--- src/rtl/perceptron_trainer.sv ---
// -----------------------------------------------------------------------------
// perceptron_trainer
//
// Online perceptron predictor with in-line training. Each accepted sample
// (in_valid=1) produces a registered prediction for its 8-bit history one
// cycle later. When a prediction is outstanding, the next accepted sample
// carries that prediction's actual outcome (workload). The outcome is scored
// against the stored prediction and, when allowed, used to train the weights.
//
// Parameters
//   W       signed weight/bias width (4..12)
//   THRESH  confidence margin: low-confidence sums (|y| <= THRESH) also train
//
// Ports
//   clk               rising-edge clock
//   reset             asynchronous, active-low clear of all state
//   in_valid          sample strobe for hist/workload
//   hist[7:0]         global history; bit i = outcome i+1 samples ago
//   workload          actual outcome of the previously issued prediction
//   train_en          1 allows weight/bias updates, 0 freezes them
//   predict           registered prediction (sum >= 0)
//   pred_valid        one-cycle pulse for a new prediction
//   upd               one-cycle pulse for a weight/bias update
//   mispredict_count  saturating count of wrong predictions
//   rd_idx[3:0]       0..7 select w0..w7, 8 selects bias, 9..15 read zero
//   rd_data[W-1:0]    combinational read of the selected weight
// -----------------------------------------------------------------------------
module perceptron_trainer #(
   parameter int W      = 8,
   parameter int THRESH = 4
) (
   input  logic                clk,
   input  logic                reset,
   input  logic                in_valid,
   input  logic [7:0]          hist,
   input  logic                workload,
   input  logic                train_en,
   output logic                predict,
   output logic                pred_valid,
   output logic                upd,
   output logic [15:0]         mispredict_count,
   input  logic [3:0]          rd_idx,
   output logic signed [W-1:0] rd_data
);

   // Sum width: nine terms of magnitude <= 2^(W-1)-1 fit in W+4 signed bits.
   localparam int YW = W + 4;

   // Symmetric saturation limits; the most negative code is never produced.
   localparam logic signed [W-1:0] W_MAX    = {1'b0, {(W-1){1'b1}}};
   localparam logic signed [W-1:0] W_MIN    = {1'b1, {(W-2){1'b0}}, 1'b1};
   localparam logic signed [W-1:0] ONE      = W'(1);
   localparam logic [YW-1:0]       THRESH_V = YW'(THRESH);

   typedef enum logic {
      ST_EMPTY = 1'b0,
      ST_PEND  = 1'b1
   } state_t;

   // Index 8 of the weight arrays is the bias.
   state_t                 state_q;
   logic signed [W-1:0]    w_q [0:8];
   logic signed [W-1:0]    w_d [0:8];
   logic [7:0]             hist_q;
   logic signed [YW-1:0]   y_q;
   logic signed [YW-1:0]   y_d;
   logic                   predict_q;
   logic                   pred_valid_q;
   logic                   upd_q;
   logic [15:0]            cnt_q;

   logic signed [YW-1:0]   w_ext [0:8];
   logic signed [YW-1:0]   term  [0:7];
   logic [YW-1:0]          y_abs;
   logic                   accept_pend;
   logic                   mispredict;
   logic                   y_small;
   logic                   do_train;
   logic [8:0]             agree;

   // ---------------------------------------------------------------------
   // Scoring of the outstanding prediction
   // ---------------------------------------------------------------------
   assign accept_pend = in_valid & (state_q == ST_PEND);
   assign mispredict  = accept_pend & (predict_q != workload);

   // y_q never reaches the most negative YW-bit code, so negation is safe.
   assign y_abs    = y_q[YW-1] ? -y_q : y_q;
   assign y_small  = (y_abs <= THRESH_V);
   assign do_train = accept_pend & train_en & (mispredict | y_small);

   // A weight moves toward agreement between its history bit and the outcome;
   // the bias moves toward the outcome itself.
   assign agree = {workload, ~(hist_q ^ {8{workload}})};

   // ---------------------------------------------------------------------
   // Per-weight update with symmetric saturation and sign extension
   // ---------------------------------------------------------------------
   generate
      for (genvar gi = 0; gi < 9; gi++) begin : g_weight
         assign w_d[gi] = !do_train ? w_q[gi] :
                          agree[gi] ? ((w_q[gi] == W_MAX) ? W_MAX : w_q[gi] + ONE) :
                                      ((w_q[gi] == W_MIN) ? W_MIN : w_q[gi] - ONE);
         assign w_ext[gi] = {{4{w_q[gi][W-1]}}, w_q[gi]};
      end
   endgenerate

   // ---------------------------------------------------------------------
   // New sum from the incoming history, using pre-update weights
   // ---------------------------------------------------------------------
   generate
      for (genvar gi = 0; gi < 8; gi++) begin : g_term
         assign term[gi] = hist[gi] ? w_ext[gi] : -w_ext[gi];
      end
   endgenerate

   always_comb begin
      y_d = w_ext[8];
      for (int i = 0; i < 8; i++) begin
         y_d = y_d + term[i];
      end
   end

   // ---------------------------------------------------------------------
   // State: FSM, prediction, scoring counter and weights
   // ---------------------------------------------------------------------
   always_ff @(posedge clk or negedge reset) begin
      if (!reset) begin
         state_q      <= ST_EMPTY;
         hist_q       <= '0;
         y_q          <= '0;
         predict_q    <= 1'b0;
         pred_valid_q <= 1'b0;
         upd_q        <= 1'b0;
         cnt_q        <= '0;
         for (int i = 0; i < 9; i++) begin
            w_q[i] <= '0;
         end
      end else begin
         pred_valid_q <= in_valid;
         upd_q        <= do_train;

         if (in_valid) begin
            // Both states move to PEND on an accepted sample; EMPTY simply
            // skipped the scoring above because accept_pend was low.
            case (state_q)
               ST_EMPTY: state_q <= ST_PEND;
               ST_PEND:  state_q <= ST_PEND;
               default:  state_q <= ST_EMPTY;
            endcase
            hist_q    <= hist;
            y_q       <= y_d;
            predict_q <= ~y_d[YW-1];
         end

         if (mispredict && (cnt_q != 16'hFFFF)) begin
            cnt_q <= cnt_q + 16'd1;
         end

         for (int i = 0; i < 9; i++) begin
            w_q[i] <= w_d[i];
         end
      end
   end

   // ---------------------------------------------------------------------
   // Outputs
   // ---------------------------------------------------------------------
   assign predict          = predict_q;
   assign pred_valid       = pred_valid_q;
   assign upd              = upd_q;
   assign mispredict_count = cnt_q;

   always_comb begin
      rd_data = '0;
      if (rd_idx <= 4'd8) begin
         rd_data = w_q[rd_idx];
      end
   end

endmodule

--- config.mk ---
export PLATFORM = sky130hd
export DESIGN_NAME = perceptron_trainer
export DESIGN_NICKNAME = d
export VERILOG_FILES = /design/src/rtl/perceptron_trainer.sv
export SDC_FILE = /design/constraint.sdc
export NUM_CORES = 1
export LEC_CHECK = 0
export ABC_AREA = 1
export BUFFER_PORTS_ARGS = -buffer_cell sky130_fd_sc_hd__buf_2
export CAP_MARGIN = 20
export CORE_MARGIN = 10
export CORE_UTILIZATION = 60
export CTS_BUF_LIST = sky130_fd_sc_hd__clkbuf_4
export DETAILED_ROUTE_END_ITERATION = 8
export GPL_TIMING_DRIVEN = 1
export PLACE_DENSITY = 0.78
export SLEW_MARGIN = 20
export SYNTH_ARGS = -nofsm -noshare
export SYNTH_HDL_FRONTEND = slang
export SYNTH_SLANG_ARGS = --single-unit
--- constraint.sdc ---
create_clock -name clk -period 13.9 [get_ports clk]
set_input_delay 2.78 -clock clk [delete_from_list [all_inputs] [get_ports clk]]
set_output_delay 2.78 -clock clk [all_outputs]
set_load 0.005 [all_outputs]
Yosys cells after proc, flatten, opt, wreduce, memory -nomap -nowiden
Cells that the tools add are included.
{"block": "totals", "ff_bits": 112, "latch_bits": 0, "mem_bits_rw": 0, "rom_bits": 0, "word_cells": 125, "n_memories": 0}
{"block": "op_classes", "n_addsub": 36, "mul": 0, "n_div": 0, "magnitude_cmp": 3, "eq_ne": 20, "n_shift": 0, "n_mux": 40, "bitwise": 9, "reduce_logical": 1}
{"operator": "two-way mux 8 bit", "n": 30}
{"operator": "equality test 8 bit (second input constant)", "n": 18}
{"operator": "two-way mux 12 bit", "n": 9}
{"operator": "negation 8 -> 12 bit", "n": 8}
{"operator": "adder 12 bit", "n": 7}
{"operator": "adder 8 x 2 -> 8 bit (second input constant)", "n": 9}
{"operator": "subtractor 8 x 2 -> 8 bit (second input constant)", "n": 9}
{"operator": "binary-select mux 8 bit (select 4 bit)", "n": 1}
{"operator": "adder 16 x 1 -> 16 bit (second input constant)", "n": 1}
{"operator": "inequality test 16 bit (second input constant)", "n": 1}
{"operator": "adder 8 x 12 -> 12 bit", "n": 1}
{"operator": "<= comparator 12 x 3 -> 1 bit (second input constant)", "n": 1}
{"operator": "negation 12 bit", "n": 1}
{"operator": "NOT 8 bit", "n": 1}
{"operator": "bitwise XOR 8 bit", "n": 1}
{"operator": "greater-or-equal comparator 5 bit (second input constant)", "n": 1}
{"operator": "NOT 4 -> 5 bit", "n": 1}
{"operator": "AND 1 bit", "n": 4}
{"operator": "<= comparator 4 bit (second input constant)", "n": 1}
{"operator": "logical AND 1 bit", "n": 1}
{"operator": "inequality test 1 bit", "n": 1}
{"operator": "NOT 1 bit", "n": 1}
{"operator": "OR 1 bit", "n": 1}

Depth between registers and ports, before layout
Gate-level depths: netlist of the first run.
{"block": "logic_depth", "word_depth": 11, "ltp_mapped": 29, "ltp_nobuf": 29}

Worst setup path before layout of the first run
Ideal clock, no wire load.
{"block": "synth_path", "kind": "input to register", "start": "input hist[5]", "end": "register y_q[10]", "setup_ns": 0.083, "arrival_time_ns": 6.876, "t_required_ns": 13.817, "slack_ns": 6.941, "path_stages": 23, "n_path_buf": 1, "path_cell_list": "inv_1 clkbuf_1 o21ai_0 fa_1 inv_1 fa_1 fa_1 inv_1 fa_1 inv_1 ha_1 inv_1 fa_1 inv_1 nand3_1 nand2_1 nand2_1 nand2_1 a21oi_1 o21ai_0 a21oi_1 xor2_1 o21ai_0"}
{"block": "synth_via", "elab_chain_cells": 4}
{"item": "start, declared", "line_no": "35", "text": "input logic [7:0] hist,"}
{"item": "two-way mux 12 bit", "line_no": "113", "text": "assign term[gi] = hist[gi] ? w_ext[gi] : -w_ext[gi];"}
{"item": "adder 12 bit (3 in a row)", "line_no": "120", "text": "y_d = y_d + term[i];"}
{"item": "end signal, assigned", "line_no": "152", "text": "y_q <= y_d;"}
{"item": "end, declared", "line_no": "65", "text": "logic signed [YW-1:0] y_q;"}
No other way between the ends.
A chain may end at the register's enable or synchronous reset.

Worst setup path in the final report of the first run
{"block": "layout_path", "start": "input rd_idx[0]", "end": "output rd_data[6]"}
{"block": "layout_via", "elab_chain_cells": 5, "word_cells_on_any_way": 6, "cone_classes": "1 x order compare; 4 x mux; 1 x bitwise"}
{"item": "start, declared", "line_no": "42", "text": "input logic [3:0] rd_idx,"}
{"item": "NOT 4 -> 5 bit (not written as such)", "line_no": "177", "text": "rd_data = w_q[rd_idx];"}
{"item": "binary-select mux 8 bit (select 4 bit)", "line_no": "177"}
{"item": "two-way mux 8 bit (not written as such) (2 in a row)", "line_no": "177"}
{"item": "two-way mux 8 bit (*)", "line_no": "176", "text": "if (rd_idx <= 4'd8) begin"}
{"item": "end, declared", "line_no": "43", "text": "output logic signed [W-1:0] rd_data"}
Mark *: on every way between the ends. The rest lies on a longest branch, timed or not. The select of a mux whose other input is x is not followed.

==> flow_summary.toml, run 1 <==
[status]
status = "finished clean"

[route]
wl_per_cell_um = 16.8
num_vias = 10600
drt_first_pass_iters = 6
drt_iter0_markers = 914
ant_nets = 0
wirelength_um = 31600
via_per_inst = 5.62
remaining_drc_errors = 0

[floorplanning]
fp.dieArea_um2 = 25800
rows = 51
die_w_um = 160
io_pins = 44
core_area_um2 = 19500
chipHeight_um = 160
start_util = 0.608

[logic_synthesis]
ys_types = 58
avgSynthCellArea_um2 = 7.33
synthFlopType = "dfrtp_1"
yosysMostFrequentCell = "nand2_1"
synth.top_cells.by_count = "nand2_1, inv_1, o21ai_0, nor2_1, dfrtp_1"
ys_seq_area_frac = 0.237
ys_top_cells_by_area = "dfrtp_1, fa_1, nand2_1"
synth_warnings = 0
async_reset_ff_frac = 1.00
syn-instance-count = 1615
synth_fp_nets = 1750
synth_top_area_cell = "dfrtp_1"
syn-cell-area_um2 = 11800
yosysTopAreaCellShare = 0.237
ys_seq_elements = 112
synth_edf_count = 0

[global_routing]
grt_usage = 0.248
grt_max_degree = 70
antenna_found_initial = 4
gr-total-overflow = 0
grt_first_pass_wirelength_um = 52100
first_global_vias = 9971

[worst_setup_path]
crit_path_end_kind = "output pin"
cp_cell_sequence = "buf_2 > inv_1 > nand4_1 > o21ai_0 > buf_2"
worstPathMaxFanout = 33
crit_buf_inv = 3
critPathKind = "in2out"
cp.required_ns = 11.12
crit_arrival_ns = 4.81
max_stage_delay_ns = 0.64
cp_common_cell = "buf_2"
path_delay_family = "buffers and inverters"
cp-start-kind = "input pin"
cp_slowest_cell = "inv_1"

[finish]
fin_nets = 1744
fill_cells = 1794
drive_gt1_frac = 0.0787
area_growth_pct = 3.00

[min_path]
hold_class = "reg2reg"

[clocking]
post-cts-setup-buffers = 0
hold_buffers = 0
h-tree-depth = 3
numCtsBuffers = 9
clockRootBuffer = "clkbuf_4"
cts_resized = 0
cts_tree = "built"
cts.sinks = 112
clk_path_buf_depth = 2
path_clk_slew_ns = 0.19
insertion_delay_ns = 0.53

[timing]
fin_crit_ns = 7.59
holdWs_ns = 0.492
rsz0062_at_grt = "false"
maxSlewViolCount = 0
slew_headroom = 0.273
tightest_slew_ns = 1.09
skew_ns = 0.0160
hold_violations = 0
setup_viol = 0
max_freq_mhz = 132
period_share = 0.546
final.setup.tns_ns = 0
final.setup.worst_slack_ns = 6.31

[placement]
gp_congestion = 0.994
hpwlAfterDp_um = 25300
portBuffers = 43
dp_slack_ns = 6.39

[flow_run]
cap_violations = 0
-- stage by stage --
step / util / area, um^2 / std cells
5_1_grt: 0.627 / 12200 / 1880
6_report: 0.627 / 12200 / 1880
2_1_floorplan: - / 11800 / 1615
4_1_cts: 0.626 / 12200 / 1879
3_5_place_dp: 0.618 / 12000 / 1863
3_3_place_gp: 0.618 / 12000 / 1863
-- layout make-up --
type	instances	area [um^2]	share of cell area
multi-input combinational	1184	7700	0.631
sequential	112	2800	0.230
inverter	257	972	0.0797
tap	265	332	0.0272
timing repair buffer	45	233	0.0191
clock inverter	7	88.8	0.00729
clock buffer	9	67.6	0.00554
antenna	1	2.50	0.000205
-- routing by layer --
layer | global-route usage | vias to the layer above | share of wire
li1 | - | 5204 | -
met5 | 0 | - | 0.00022
met1 | 0.335 | 4910 | 0.44
met4 | 0.0797 | 2 | 0.026
met3 | 0.0445 | 64 | 0.076
met2 | 0.394 | 391 | 0.46
-- worst register-to-register path: cells and delay by family, from the launching register on --
kind / cells / cell delay [ns]
AO/OA/AOI/OAI: 5 / 0.55
XOR/XNOR: 2 / 0.34
adder cells (fa/ha/maj): 7 / 2.82
buffers and inverters: 6 / 0.52
flip-flops: 1 / 0.65
AND/OR/NAND/NOR: 5 / 0.37
-- path summary, 6_finish.rpt --
path | depth (start not counted) | from | end | slack [ns]
min in group asynchronous | 1 | reset | w_ext[2] | 2.19
max in group asynchronous | 2 | reset | w_ext[90] | 10.43
min | 2 | y_q[1] | y_q[1] | 0.49
min reg2reg | 2 | y_q[1] | y_q[1] | 0.49
max | 5 | rd_idx[0] | rd_data[6] | 6.31
max reg2reg | 25 | w_ext[72] | y_q[10] | 8.52
-- registers in the layout, summed over array words and instances (netlist names) --
signal / cells
state_q: 1
predict: 1
hist_q: 8
pred_valid: 1
upd: 1
y_q: 12
mispredict_count: 16
w_ext: 72
-- cells by family after synthesis --
| kind of cell | count (synthesis) | share of synthesized area |
|---|---|---|
| AO/OA/AOI/OAI | 345 | 0.164 |
| XOR/XNOR | 112 | 0.0844 |
| adder cells (fa/ha/maj) | 118 | 0.171 |
| buffers and inverters | 319 | 0.113 |
| flip-flops | 112 | 0.237 |
| multiplexers | 2 | 0.00180 |
| AND/OR/NAND/NOR | 607 | 0.229 |
-- placed cells by master (no fill, tap or decap), types with 3 or more instances in the layout --
master,instances
inv_2,15
nand4_1,14
nor3_1,27
nor2_4,9
nor4_1,4
nor2_1,132
nand2_2,13
dfrtp_1,112
buf_4,3
o21ai_1,3
clkbuf_4,9
nor2_2,5
nand2_1,286
fa_1,73
ha_1,45
xnor2_1,20
o21ai_0,186
a31oi_1,23
a22o_1,3
or2_2,3
inv_6,3
a22oi_1,15
nand3_2,5
o211ai_1,12
nand3_1,100
clkinv_1,5
inv_1,234
xor2_1,91
a41oi_1,3
a21oi_1,73
o22ai_1,6
buf_2,42
o31ai_1,4
Power of run 1 is left out: the tool's default activity adds up to more than one toggle a clock period on the data nets, which glitch-free logic cannot reach.
==> run 2, diff against run 1 <==
--- a/config.mk
+++ b/config.mk
@@ -9,11 +9,11 @@
 export BUFFER_PORTS_ARGS = -buffer_cell sky130_fd_sc_hd__buf_2
 export CAP_MARGIN = 20
 export CORE_MARGIN = 10
-export CORE_UTILIZATION = 60
+export CORE_UTILIZATION = 59
 export CTS_BUF_LIST = sky130_fd_sc_hd__clkbuf_4
 export DETAILED_ROUTE_END_ITERATION = 8
 export GPL_TIMING_DRIVEN = 1
-export PLACE_DENSITY = 0.78
+export PLACE_DENSITY = 0.8
 export SLEW_MARGIN = 20
 export SYNTH_ARGS = -nofsm -noshare
 export SYNTH_HDL_FRONTEND = slang
==> constraint.sdc (replaced) <==
create_clock -name clk -period 6.2 [get_ports clk]
set_input_delay 1.24 -clock clk [delete_from_list [all_inputs] [get_ports clk]]
set_output_delay 1.24 -clock clk [all_outputs]
set_load 0.005 [all_outputs]
==> run 2 against run 1 <==
The run now ends with design-rule violations left. Register-to-register slack got worse by 7.7 ns. Final area rose by 0.45%. Clock skew rose by 0.024 ns. Core utilization fell by 0.13 points. Critical endpoint is now y_q[10].
==> flow_summary.toml, run 2 (synthesis gave the netlist of run 1 again) <==
[status]
status = "finished, violations left"
violations = "design-rule violations"

[global_routing]
antenna_found_initial = 2
grt_busiest_layer = "met2"
grt_usage = 0.252
grt_use_met2 = 0.394
met1_usage = 0.346
grt_first_pass_wirelength_um = 53500
grt_max_degree = 64
grt_use_met3 = 0.0447
first_global_vias = 10200
gr-total-overflow = 0

[clocking]
numCtsBuffers = 9
clk_path_buf_depth = 2
path_clk_slew_ns = 0.21
post-cts-setup-buffers = 0
insertion_delay_ns = 0.54
cts_tree = "built"
cts_resized = 0
hold_buffers = 0
clockRootBuffer = "clkbuf_4"
h-tree-depth = 3
cts.sinks = 112

[floorplanning]
chipHeight_um = 162
core_area_um2 = 19600
start_util = 0.604
fp.dieArea_um2 = 26100
io_pins = 44
rows = 51
die_w_um = 162

[min_path]
hold_class = "reg2reg"
min_path_cells = 2

[route]
drt_iter0_markers = 998
drt_first_pass_iters = 9
ant_nets = 0
via_per_inst = 5.73
wirelength_um = 32600
remaining_drc_errors = 2
wl_per_cell_um = 17.3
num_vias = 10800

[worst_setup_path]
cp-start-kind = "register"
rr_worst_depth = 25
r2r_slack_ns = 0.79
critPathKind = "reg2reg"
crit_arrival_ns = 5.86
worstPathMaxFanout = 6
cp.required_ns = 6.65
crit_path_end_kind = "register"

[timing]
tightest_slew_ns = 0.853
setup_viol = 0
slew_headroom = 0.432
hold_violations = 0
rsz0062_at_grt = "false"
max_freq_mhz = 185
maxSlewViolCount = 0
period_share = 0.872
fin_crit_ns = 5.41
skew_ns = 0.0403
final.setup.tns_ns = 0

[finish]
final_area_um2 = 12200
multi_input_area_um2 = 7700
fin_nets = 1749
area_growth_pct = 3.47
final_common_cell = "nand2_1"
most-common-layout-cells = "nand2_1, inv_1, o21ai_0"
fill_cells = 1808
drive_gt1_frac = 0.0815
fin_util = 0.625
final_cells = 1885
seq_area_um2 = 2800
largest_register_ffs = 72

[placement]
gp_congestion = 0.997
dp_cells = 1867
place_area_um2 = 12100
portBuffers = 43
hpwlAfterDp_um = 25800

[flow_run]
cap_violations = 0
-- run 2: path summary, 6_finish.rpt --
| path | from | endpoint |
|---|---|---|
| min reg2reg | y_q[0] | y_q[0] |
| max in group asynchronous | reset | w_ext[89] |
| min | y_q[0] | y_q[0] |
| max | w_ext[72] | y_q[10] |
| min in group asynchronous | reset | w_ext[28] |
| max reg2reg | w_ext[72] | y_q[10] |
-- run 2: cell type report --
| cell class | count | area share |
|---|---|---|
| Multi-Input combinational cell | 1184 | 0.628 |
| Sequential cell | 112 | 0.229 |
| Inverter | 257 | 0.0794 |
| Tap cell | 265 | 0.0271 |
| Timing Repair Buffer | 50 | 0.0227 |
| Clock inverter | 7 | 0.00807 |
| Clock buffer | 9 | 0.00552 |
| Antenna cell | 1 | 0.000204 |
-- run 2: metal layers --
layer | wire, um | up-vias | part of all wire
li1 | - | 5213 | -
met3 | 2560 | 62 | 0.079
met1 | 14200 | 5089 | 0.44
met4 | 950 | 2 | 0.029
met2 | 14800 | 432 | 0.46
met5 | 20 | - | 0.00061
-- run 2: worst max-delay path, stage by stage (launching register included) --
cell,delay [ns]
dfrtp_1,0.63
inv_1,0.18
ha_1,0.27
xor2_1,0.20
nand2_1,0.09
o21ai_0,0.16
fa_1,0.58
inv_1,0.06
fa_1,0.48
fa_1,0.49
inv_1,0.05
fa_1,0.46
inv_1,0.07
ha_1,0.21
inv_1,0.08
fa_1,0.35
inv_1,0.09
nand3_1,0.07
nand2_1,0.09
nand2_1,0.07
nand2_1,0.06
a21oi_1,0.08
o21ai_0,0.15
a21oi_1,0.09
xor2_1,0.14
o21ai_0,0.16
-- run 2: per-stage QoR --
stage                     worst slack (ns)  hold WS [ns]
after floorplan                      0.781         0.437
after global placement               0.495         0.451
after detailed placement             0.389         0.453
after CTS                            0.793         0.501
after global routing                 0.427         0.522
final                                0.793         0.499
Power of run 2 is left out for the same reason.
==> run 3, diff against run 2 <==
--- a/config.mk
+++ b/config.mk
@@ -10,7 +10,7 @@
 export CAP_MARGIN = 20
 export CORE_MARGIN = 10
 export CORE_UTILIZATION = 59
-export CTS_BUF_LIST = sky130_fd_sc_hd__clkbuf_4
+export CTS_BUF_LIST = sky130_fd_sc_hd__clkbuf_2 sky130_fd_sc_hd__clkbuf_4 sky130_fd_sc_hd__clkbuf_8
 export DETAILED_ROUTE_END_ITERATION = 8
 export GPL_TIMING_DRIVEN = 1
 export PLACE_DENSITY = 0.8
==> run 3 against run 2 <==
The flow now finishes without violations. Wire length shrank 0.17%. Global-route usage is essentially flat. Fmax increased by 0.21%. Count of clock-buffer cells in the layout unchanged. Final area grew 0.44%. Sequential share of layout area decreased by 0.10 points. Core utilization rose by 0.27 points. Worst hold slack got worse by 0.015 ns. Final cell count barely moved. Critical path depth down 2. Register-to-register slack improved by 0.03 ns. Sequential cell count unchanged.
==> flow_summary.toml, run 3 (synthesis gave the netlist of run 1 again) <==
[status]
status = "finished clean"

[floorplanning]
start_util = 0.604
io_pins = 44
core_area_um2 = 19600
rows = 51
fp.dieArea_um2 = 26100
die_w_um = 162
chipHeight_um = 162

[finish]
area_growth_pct = 3.92
final_common_cell = "nand2_1"
n_antenna_cell = 0
drive_gt1_frac = 0.0815
final_area_um2 = 12300
largest_register_ffs = 72
fin_util = 0.628
most-common-layout-cells = "nand2_1, inv_1, o21ai_0"
fill_cells = 1803
fin_nets = 1749

[timing]
fin_crit_ns = 5.40
final.setup.tns_ns = 0
final.setup.worst_slack_ns = 0.805
period_share = 0.870
max_freq_mhz = 185
skew_ns = 0.0250
maxSlewViolCount = 0
setup_viol = 0
tightest_slew_ns = 0.850
slew_headroom = 0.433
hold_violations = 0
rsz0062_at_grt = "false"

[route]
wl_per_cell_um = 17.3
drt_first_pass_iters = 5
via_per_inst = 5.71
wirelength_um = 32500
ant_nets = 0
drt_iter0_markers = 1124
remaining_drc_errors = 0
num_vias = 10800

[clocking]
hold_buffers = 0
post-cts-setup-buffers = 0
path_clk_slew_ns = 0.13
cts.sinks = 112
h-tree-depth = 3
clk_path_buf_depth = 2
cts_resized = 0
numCtsBuffers = 9
clockRootBuffer = "clkbuf_8"
cts_tree = "built"
insertion_delay_ns = 0.43

[worst_setup_path]
cp.required_ns = 6.54
cp-start-kind = "input pin"
crit_path_end_kind = "register"
crit_arrival_ns = 5.73
r2r_slack_ns = 0.82
critPathKind = "in2reg"
worstPathMaxFanout = 14

[placement]
hpwlAfterDp_um = 25800
dp_slack_ns = 0.389
place_area_um2 = 12100
gp_congestion = 0.997
portBuffers = 43

[global_routing]
grt_max_degree = 64
first_global_vias = 10200
grt_usage = 0.253
antenna_found_initial = 1
gr-total-overflow = 0
grt_first_pass_wirelength_um = 53600

[flow_run]
cap_violations = 0

[min_path]
hold_class = "reg2reg"
[run 3: cell count changes in the layout (fill, tap and decap cells not counted)]
cell	before	now
diode_2	1	0
clkbuf_8	0	9
clkbuf_4	9	0
[run 3: final timing paths]
kind	from	end	cells past startpoint
setup / recovery	hist[5]	y_q[10]	23
hold / removal	y_q[0]	y_q[0]	2
setup reg to reg	w_ext[72]	y_q[10]	25
hold reg to reg	y_q[0]	y_q[0]	2
max in group asynchronous	reset	w_ext[89]	2
min in group asynchronous	reset	w_ext[28]	1
[run 3: worst max-delay path: stages]
cell	delay [ns]
buf_2	0.12
inv_1	0.29
o21ai_0	0.22
fa_1	0.57
inv_1	0.05
fa_1	0.49
fa_1	0.55
inv_1	0.05
fa_1	0.46
inv_1	0.07
ha_1	0.21
inv_1	0.08
fa_1	0.35
inv_1	0.09
nand3_1	0.07
nand2_1	0.09
nand2_1	0.07
nand2_1	0.06
a21oi_1	0.08
o21ai_0	0.15
a21oi_1	0.09
xor2_1	0.14
o21ai_0	0.16
[run 3: layout make-up]
class	instances	area [um^2]	share of cell area
Timing Repair Buffer	50	278	0.0226
Multi-Input combinational cell	1184	7700	0.626
Inverter	257	972	0.0790
Clock buffer	9	124	0.0101
Sequential cell	112	2800	0.228
Tap cell	265	332	0.0270
Clock inverter	7	98.8	0.00803
[run 3: metal layers]
layer	vias to the layer above	wire, um	GRT usage
met5	-	20	0
met4	2	959	0.0877
met3	58	2590	0.0452
met2	431	14800	0.394
met1	5064	14100	0.346
li1	5209	-	-
[run 3: through the flow]
step | instances | hold slack (ns)
6_report | 1884 | 0.484
5_1_grt | 1884 | 0.504
3_5_place_dp | 1867 | 0.453
2_1_floorplan | 1615 | 0.437
4_1_cts | 1883 | 0.486
3_3_place_gp | 1867 | 0.451
Power of run 3 is left out for the same reason.
